<file path="src/rtl/pc_sequencer.sv">
// pc_sequencer
// Fetch/decode/execute sequencer for a 4-bit loadable program counter.
// Every instruction takes three cycles: FETCH latches the instruction word,
// DECODE decides what the PC should do, and EXEC presents that decision on
// the PC control pins. The PC moves on the rising edge that ends EXEC.
// A small LIFO of return addresses supports CALL and RET.
//
// Ports:
//   clock       system clock, rising edge
//   reset       synchronous, active-low reset
//   pc_value    current PC count value
//   pc_tc       PC terminal count (PC == 15)
//   instr       instruction word at pc_value, [7:4] opcode, [3:0] operand
//   zero_flag   ALU zero flag, sampled during DECODE
//   pc_load_n   active-low parallel load to the PC
//   pc_hold     1 = PC holds, 0 = PC increments (when pc_load_n = 1)
//   pc_target   parallel load value for the PC
//   ir          latched instruction register
//   exec_strobe 1 during the EXEC cycle
//   halted      1 once HALT has executed
//   stack_err   sticky return-stack overflow/underflow flag
//   wrap_event  one-cycle pulse when an increment wraps 15 -> 0
module pc_sequencer #(
   parameter int STACK_DEPTH = 4
) (
   input  logic       clock,
   input  logic       reset,
   input  logic [3:0] pc_value,
   input  logic       pc_tc,
   input  logic [7:0] instr,
   input  logic       zero_flag,
   output logic       pc_load_n,
   output logic       pc_hold,
   output logic [3:0] pc_target,
   output logic [7:0] ir,
   output logic       exec_strobe,
   output logic       halted,
   output logic       stack_err,
   output logic       wrap_event
);

   // The stack pointer must be able to hold STACK_DEPTH itself (full),
   // while the storage index only needs to address the entries.
   localparam int SPW = $clog2(STACK_DEPTH + 1);
   localparam int IW  = $clog2(STACK_DEPTH);
   localparam logic [SPW-1:0] SP_ONE  = SPW'(1);
   localparam logic [SPW-1:0] SP_FULL = SPW'(STACK_DEPTH);

   localparam logic [3:0] OP_JMP  = 4'h1;
   localparam logic [3:0] OP_JZ   = 4'h2;
   localparam logic [3:0] OP_JNZ  = 4'h3;
   localparam logic [3:0] OP_CALL = 4'h4;
   localparam logic [3:0] OP_RET  = 4'h5;
   localparam logic [3:0] OP_HALT = 4'h6;

   typedef enum logic [1:0] {
      ST_FETCH  = 2'd0,
      ST_DECODE = 2'd1,
      ST_EXEC   = 2'd2,
      ST_HALTED = 2'd3
   } state_t;

   state_t         state_q, state_d;
   logic [7:0]     ir_q, ir_d;
   logic           pc_load_n_q, pc_load_n_d;
   logic           pc_hold_q, pc_hold_d;
   logic [3:0]     pc_target_q, pc_target_d;
   logic           exec_strobe_q, exec_strobe_d;
   logic           halted_q, halted_d;
   logic           stack_err_q, stack_err_d;
   logic           wrap_event_q, wrap_event_d;
   logic [SPW-1:0] sp_q, sp_d;

   logic [3:0]     stack_q [STACK_DEPTH];
   logic           push_en;
   logic [3:0]     push_data;
   logic [IW-1:0]  wr_idx;
   logic [IW-1:0]  rd_idx;

   logic           do_load;
   logic           do_inc;
   logic [3:0]     load_target;
   logic [3:0]     opcode;

   // A push writes the slot at the current pointer; a pop reads the slot
   // just below it. Both indices are only used when in range.
   assign wr_idx = sp_q[IW-1:0];
   assign rd_idx = IW'(sp_q - SP_ONE);
   assign opcode = ir_q[7:4];

   // Next-state and next-output logic. Outside EXEC the PC is frozen, so
   // the load/hold defaults are the idle values and only DECODE can arm
   // a load or increment for the following EXEC cycle.
   always_comb begin
      state_d       = state_q;
      ir_d          = ir_q;
      pc_load_n_d   = 1'b1;
      pc_hold_d     = 1'b1;
      pc_target_d   = pc_target_q;
      exec_strobe_d = 1'b0;
      halted_d      = halted_q;
      stack_err_d   = stack_err_q;
      wrap_event_d  = 1'b0;
      sp_d          = sp_q;
      push_en       = 1'b0;
      push_data     = 4'd0;
      do_load       = 1'b0;
      do_inc        = 1'b0;
      load_target   = ir_q[3:0];

      case (state_q)
         ST_FETCH: begin
            ir_d    = instr;
            state_d = ST_DECODE;
         end

         ST_DECODE: begin
            state_d = ST_EXEC;
            case (opcode)
               OP_JMP: do_load = 1'b1;
               OP_JZ: begin
                  do_load = zero_flag;
                  do_inc  = ~zero_flag;
               end
               OP_JNZ: begin
                  do_load = ~zero_flag;
                  do_inc  = zero_flag;
               end
               OP_CALL: begin
                  // The jump is taken even when the return address is lost.
                  do_load = 1'b1;
                  if (sp_q == SP_FULL) begin
                     stack_err_d = 1'b1;
                  end else begin
                     push_en   = 1'b1;
                     push_data = pc_value + 4'd1;
                     sp_d      = sp_q + SP_ONE;
                  end
               end
               OP_RET: begin
                  // Underflow falls through to the next instruction.
                  if (sp_q == '0) begin
                     stack_err_d = 1'b1;
                     do_inc      = 1'b1;
                  end else begin
                     do_load     = 1'b1;
                     load_target = stack_q[rd_idx];
                     sp_d        = sp_q - SP_ONE;
                  end
               end
               OP_HALT: begin
                  state_d  = ST_HALTED;
                  halted_d = 1'b1;
               end
               default: do_inc = 1'b1;
            endcase

            if (opcode != OP_HALT) begin
               exec_strobe_d = 1'b1;
               pc_load_n_d   = ~do_load;
               pc_hold_d     = ~do_inc;
               wrap_event_d  = do_inc & pc_tc;
               if (do_load) begin
                  pc_target_d = load_target;
               end
            end
         end

         ST_EXEC: state_d = ST_FETCH;

         ST_HALTED: halted_d = 1'b1;

         default: state_d = ST_FETCH;
      endcase
   end

   // State and output registers; reset wins over every state including
   // a pending EXEC and HALTED.
   always_ff @(posedge clock) begin
      if (!reset) begin
         state_q       <= ST_FETCH;
         ir_q          <= 8'd0;
         pc_load_n_q   <= 1'b1;
         pc_hold_q     <= 1'b1;
         pc_target_q   <= 4'd0;
         exec_strobe_q <= 1'b0;
         halted_q      <= 1'b0;
         stack_err_q   <= 1'b0;
         wrap_event_q  <= 1'b0;
         sp_q          <= '0;
      end else begin
         state_q       <= state_d;
         ir_q          <= ir_d;
         pc_load_n_q   <= pc_load_n_d;
         pc_hold_q     <= pc_hold_d;
         pc_target_q   <= pc_target_d;
         exec_strobe_q <= exec_strobe_d;
         halted_q      <= halted_d;
         stack_err_q   <= stack_err_d;
         wrap_event_q  <= wrap_event_d;
         sp_q          <= sp_d;
      end
   end

   // Return-address storage has no reset; the pointer alone defines which
   // entries are meaningful.
   always_ff @(posedge clock) begin
      if (push_en) begin
         stack_q[wr_idx] <= push_data;
      end
   end

   assign pc_load_n   = pc_load_n_q;
   assign pc_hold     = pc_hold_q;
   assign pc_target   = pc_target_q;
   assign ir          = ir_q;
   assign exec_strobe = exec_strobe_q;
   assign halted      = halted_q;
   assign stack_err   = stack_err_q;
   assign wrap_event  = wrap_event_q;

endmodule

</file>
<file path="config.mk">
export PLATFORM = sky130hd
export DESIGN_NAME = pc_sequencer
export DESIGN_NICKNAME = d
export VERILOG_FILES = /design/src/rtl/pc_sequencer.sv
export SDC_FILE = /design/constraint.sdc
export NUM_CORES = 1
export LEC_CHECK = 0
export BUFFER_PORTS_ARGS = -buffer_cell sky130_fd_sc_hd__buf_4
export CAP_MARGIN = 20
export CORE_MARGIN = 3
export CORE_UTILIZATION = 35
export DETAILED_ROUTE_END_ITERATION = 8
export HOLD_SLACK_MARGIN = 0.06
export PLACE_DENSITY = 0.53
export RECOVER_POWER = 50
export SLEW_MARGIN = 10
export SYNTH_ARGS = -nofsm -noshare
export SYNTH_HDL_FRONTEND = slang
export SYNTH_SLANG_ARGS = --single-unit
</file>
<file path="constraint.sdc">
create_clock -name clock -period 1.95 [get_ports clock]
set_clock_uncertainty 0.05 [all_clocks]
set_input_delay 0.0975 -clock clock [delete_from_list [all_inputs] [get_ports clock]]
set_output_delay 0.0975 -clock clock [all_outputs]
set_load 0.01 [all_outputs]
</file>
==> impl_metrics.yaml <==
sta:
  finalSetupViolations: 0
  max_freq_mhz: 570.2
  tightest_slew_ns: 0.5271
  fin_tns_setup_ns: 0
  finalHoldViolCount: 0
  rsz0062_at_grt: "no"
  hold-worst-slack_ns: 0.09373
  drv_slew: 0
  min_period_ns: 1.754
  fin_crit_sh_pct: 89.94
  relSlewSlack_pct: 64.62
clock_network:
  cts_buffers: 5
  postCtsSetupRepairBufs: 0
  clk_path_buf_depth: 2
  clk_latency_ns: 0.29
  htreeDepth: 2
  cts_root_buffer: "clkbuf_8"
  cts_tree: "built"
  cts.sinks: 39
  clk_pin_slew_ns: 0.08
synthesis:
  yosysSeqAreaShare_pct: 53.52
  synth_top_area_cell: "edfxtp_1"
  synth-edff-count: 16
  ys_ff_latch: 39
  avgSynthCellArea_sq_um: 11.34
  synth_nets: 177
  synth_area_sq_mm: 0.001758
  synth_area_leaders: "edfxtp_1 (27%), dfxtp_1 (26%), mux4_2 (5.1%)"
  ys_warn_count: 0
  async_reset_ff_share_pct: 0
  syn_inst: 155
  ys_types: 33
  ys.flop_type: "dfxtp_1"
  synth.top_cell.area_share_pct: 27.33
floorplanning:
  dieArea_sq_mm: 0.005909
  initial_core_util_pct: 36.73
  ioPinCount: 34
  core_sq_mm: 0.004786
  row_count: 25
  die_w_um: 76.87
  die_height_um: 76.87
drt:
  routed_wirelength_um: 3750
  num_vias: 1287
  wire_per_inst_um: 13.69
  ant_nets: 0
  drc: 0
  vias_per_cell: 4.697
  drt-pass1-iter-count: 4
  drt_iter0_markers: 38
global_routing:
  grt_pass1_vias: 1286
  antenna_found_initial: 0
  grt_overflow: 0
  grt_pass1_wl_um: 6196
  grt_max_degree: 21
  grtUsageTotal_pct: 13.13
hold_path:
  worst_hold_path_type: "primary input to register"
place:
  globalplace.congestion: 0.7864
  detailed_place_hpwl_um: 2839
  portBuffers: 33
setup_path:
  crit_type: "register to register"
  crit_fanout: 9
  path_cells: "clkbuf_1 > and4bb_1 > o21ai_1 > mux2i_1 > a21oi_1"
  cpMaxStageDelayCell: "dfxtp_1"
  worst_ep_arrival_time_ns: 1.87
  worst_path_largest_cell_delay_ns: 0.33
  cp.required_ns: 2.07
  start_kind: "register"
  cp-end-kind: "register"
pwr:
  seq_power_share_pct: 50.0
  ir_drop_v: 0.0003356
  swShare_pct: 23.80
  power_frac_clock_pct: 36.7
  combPwrFrac_pct: 13.3
  p_int_w: 0.001370
  cellLeakagePower_nw: 0.8832
  pwr_density_cell_mw_per_mm2: 795.1
  p_sw_w: 0.0004279
finish:
  area_delta_synth_final_pct: 28.61
  final_common_cell: "buf_4"
  n_antenna_cell: 0
  nets: 228
  fillCellCount: 476
  drive_gt1_share_pct: 18.84
  layout_common_cells: "buf_4 (23), dfxtp_1 (22), clkbuf_1 (19), edfxtp_1 (16), nand2_1 (13)"
run:
  drv_cap: 0
run_status:
  outcome: "finished, final reports clean"
synth_stat cells, types with 4 or more instances:
master	count
a21boi_0	8
a21oi_1	5
and2_1	7
clkbuf_1	5
dfxtp_1	23
edfxtp_1	16
ha_1	6
inv_1	5
mux2i_1	5
mux4_2	4
nand2_1	13
nor2_1	10
o21ai_0	11
o21ai_1	5
xnor2_1	5
sequential cells by signal, indices dropped and copies added (netlist names), 2 cells and up:
register,flops
sp_q,3
ir,8
state_q,2
pc_target,4
stack_q,16
layout make-up:
| class | instances | area [sq um] | area share, % |
|---|---|---|---|
| flip-flops and latches | 39 | 942.2 | 41.67 |
| multi-input cells | 104 | 769.5 | 34.03 |
| repair buffers | 51 | 334.1 | 14.78 |
| well taps | 67 | 83.83 | 3.708 |
| clock buffers | 5 | 68.82 | 3.044 |
| clock inverters | 3 | 43.79 | 1.937 |
| inverters | 5 | 18.77 | 0.8301 |
worst max-delay path: cells and delay by family, from the launching register on:
family	cells	cell delay, ns
buffers and inverters	1	0.31
multiplexers	1	0.25
AND/OR/NAND/NOR	1	0.31
flip-flops	1	0.33
AO/OA/AOI/OAI	2	0.39
layer usage:
metal,share of wire [%],track usage (%),vias to the layer above
li1,-,-,659
met1,47,16.21,595
met2,47,21.95,31
met3,5.2,3.873,2
met4,0.56,4.167,0
met5,0,0,-
stage by stage:
step           setup slack, ns  util (%)  std cells  cell area (sq um)  power (W)
2_1_floorplan           0.1142         -        155               1759   0.001050
3_3_place_gp            0.1675     44.47        257               2128   0.001159
3_5_place_dp            0.1215     44.47        257               2128   0.001165
4_1_cts                0.09677     48.71        274               2331   0.001841
5_1_grt               0.008989     47.24        274               2261   0.001879
6_report                0.1961     47.24        274               2261   0.001798
cell families (layout without fill, tap and decap cells):
| kind of cell | after synthesis | in the layout | share of synthesized area, % |
|---|---|---|---|
| AND/OR/NAND/NOR | 43 | 43 | 13.74 |
| AO/OA/AOI/OAI | 39 | 39 | 14.31 |
| flip-flops | 39 | 39 | 53.52 |
| buffers and inverters | 12 | 64 | 2.705 |
| multiplexers | 9 | 9 | 7.972 |
| XOR/XNOR | 7 | 7 | 3.488 |
| adder cells (fa/ha/maj) | 6 | 6 | 4.270 |
repair_timing:
action,4_1_cts,5_1_grt
hold endpoints to repair,9,0
hold buffers,9,0
gates resized for setup,0,1
endpoints found under the setup margin,0,3
worst paths after layout:
path                                start      endpoint  slack [ns]  cells after the start
worst min register to register  stack_err     stack_err        0.42                      1
worst min-delay path                reset     stack_err        0.09                      2
worst max-delay path                ir[5]  pc_target[3]        0.20                      5
worst max register to register      ir[5]  pc_target[3]        0.20                      5
power by group through the flow:
stage | logic, W | clock network [W] | registers [W]
floorplan | 0.000124 | 0 | 0.000926
detailed placement | 0.000247 | 0 | 0.000918
global route | 0.000268 | 0.000707 | 0.000903
CTS | 0.000262 | 0.000680 | 0.000899
finish | 0.000239 | 0.000659 | 0.000899
global placement | 0.000242 | 0 | 0.000918
(Power assumes the default switching activity.)
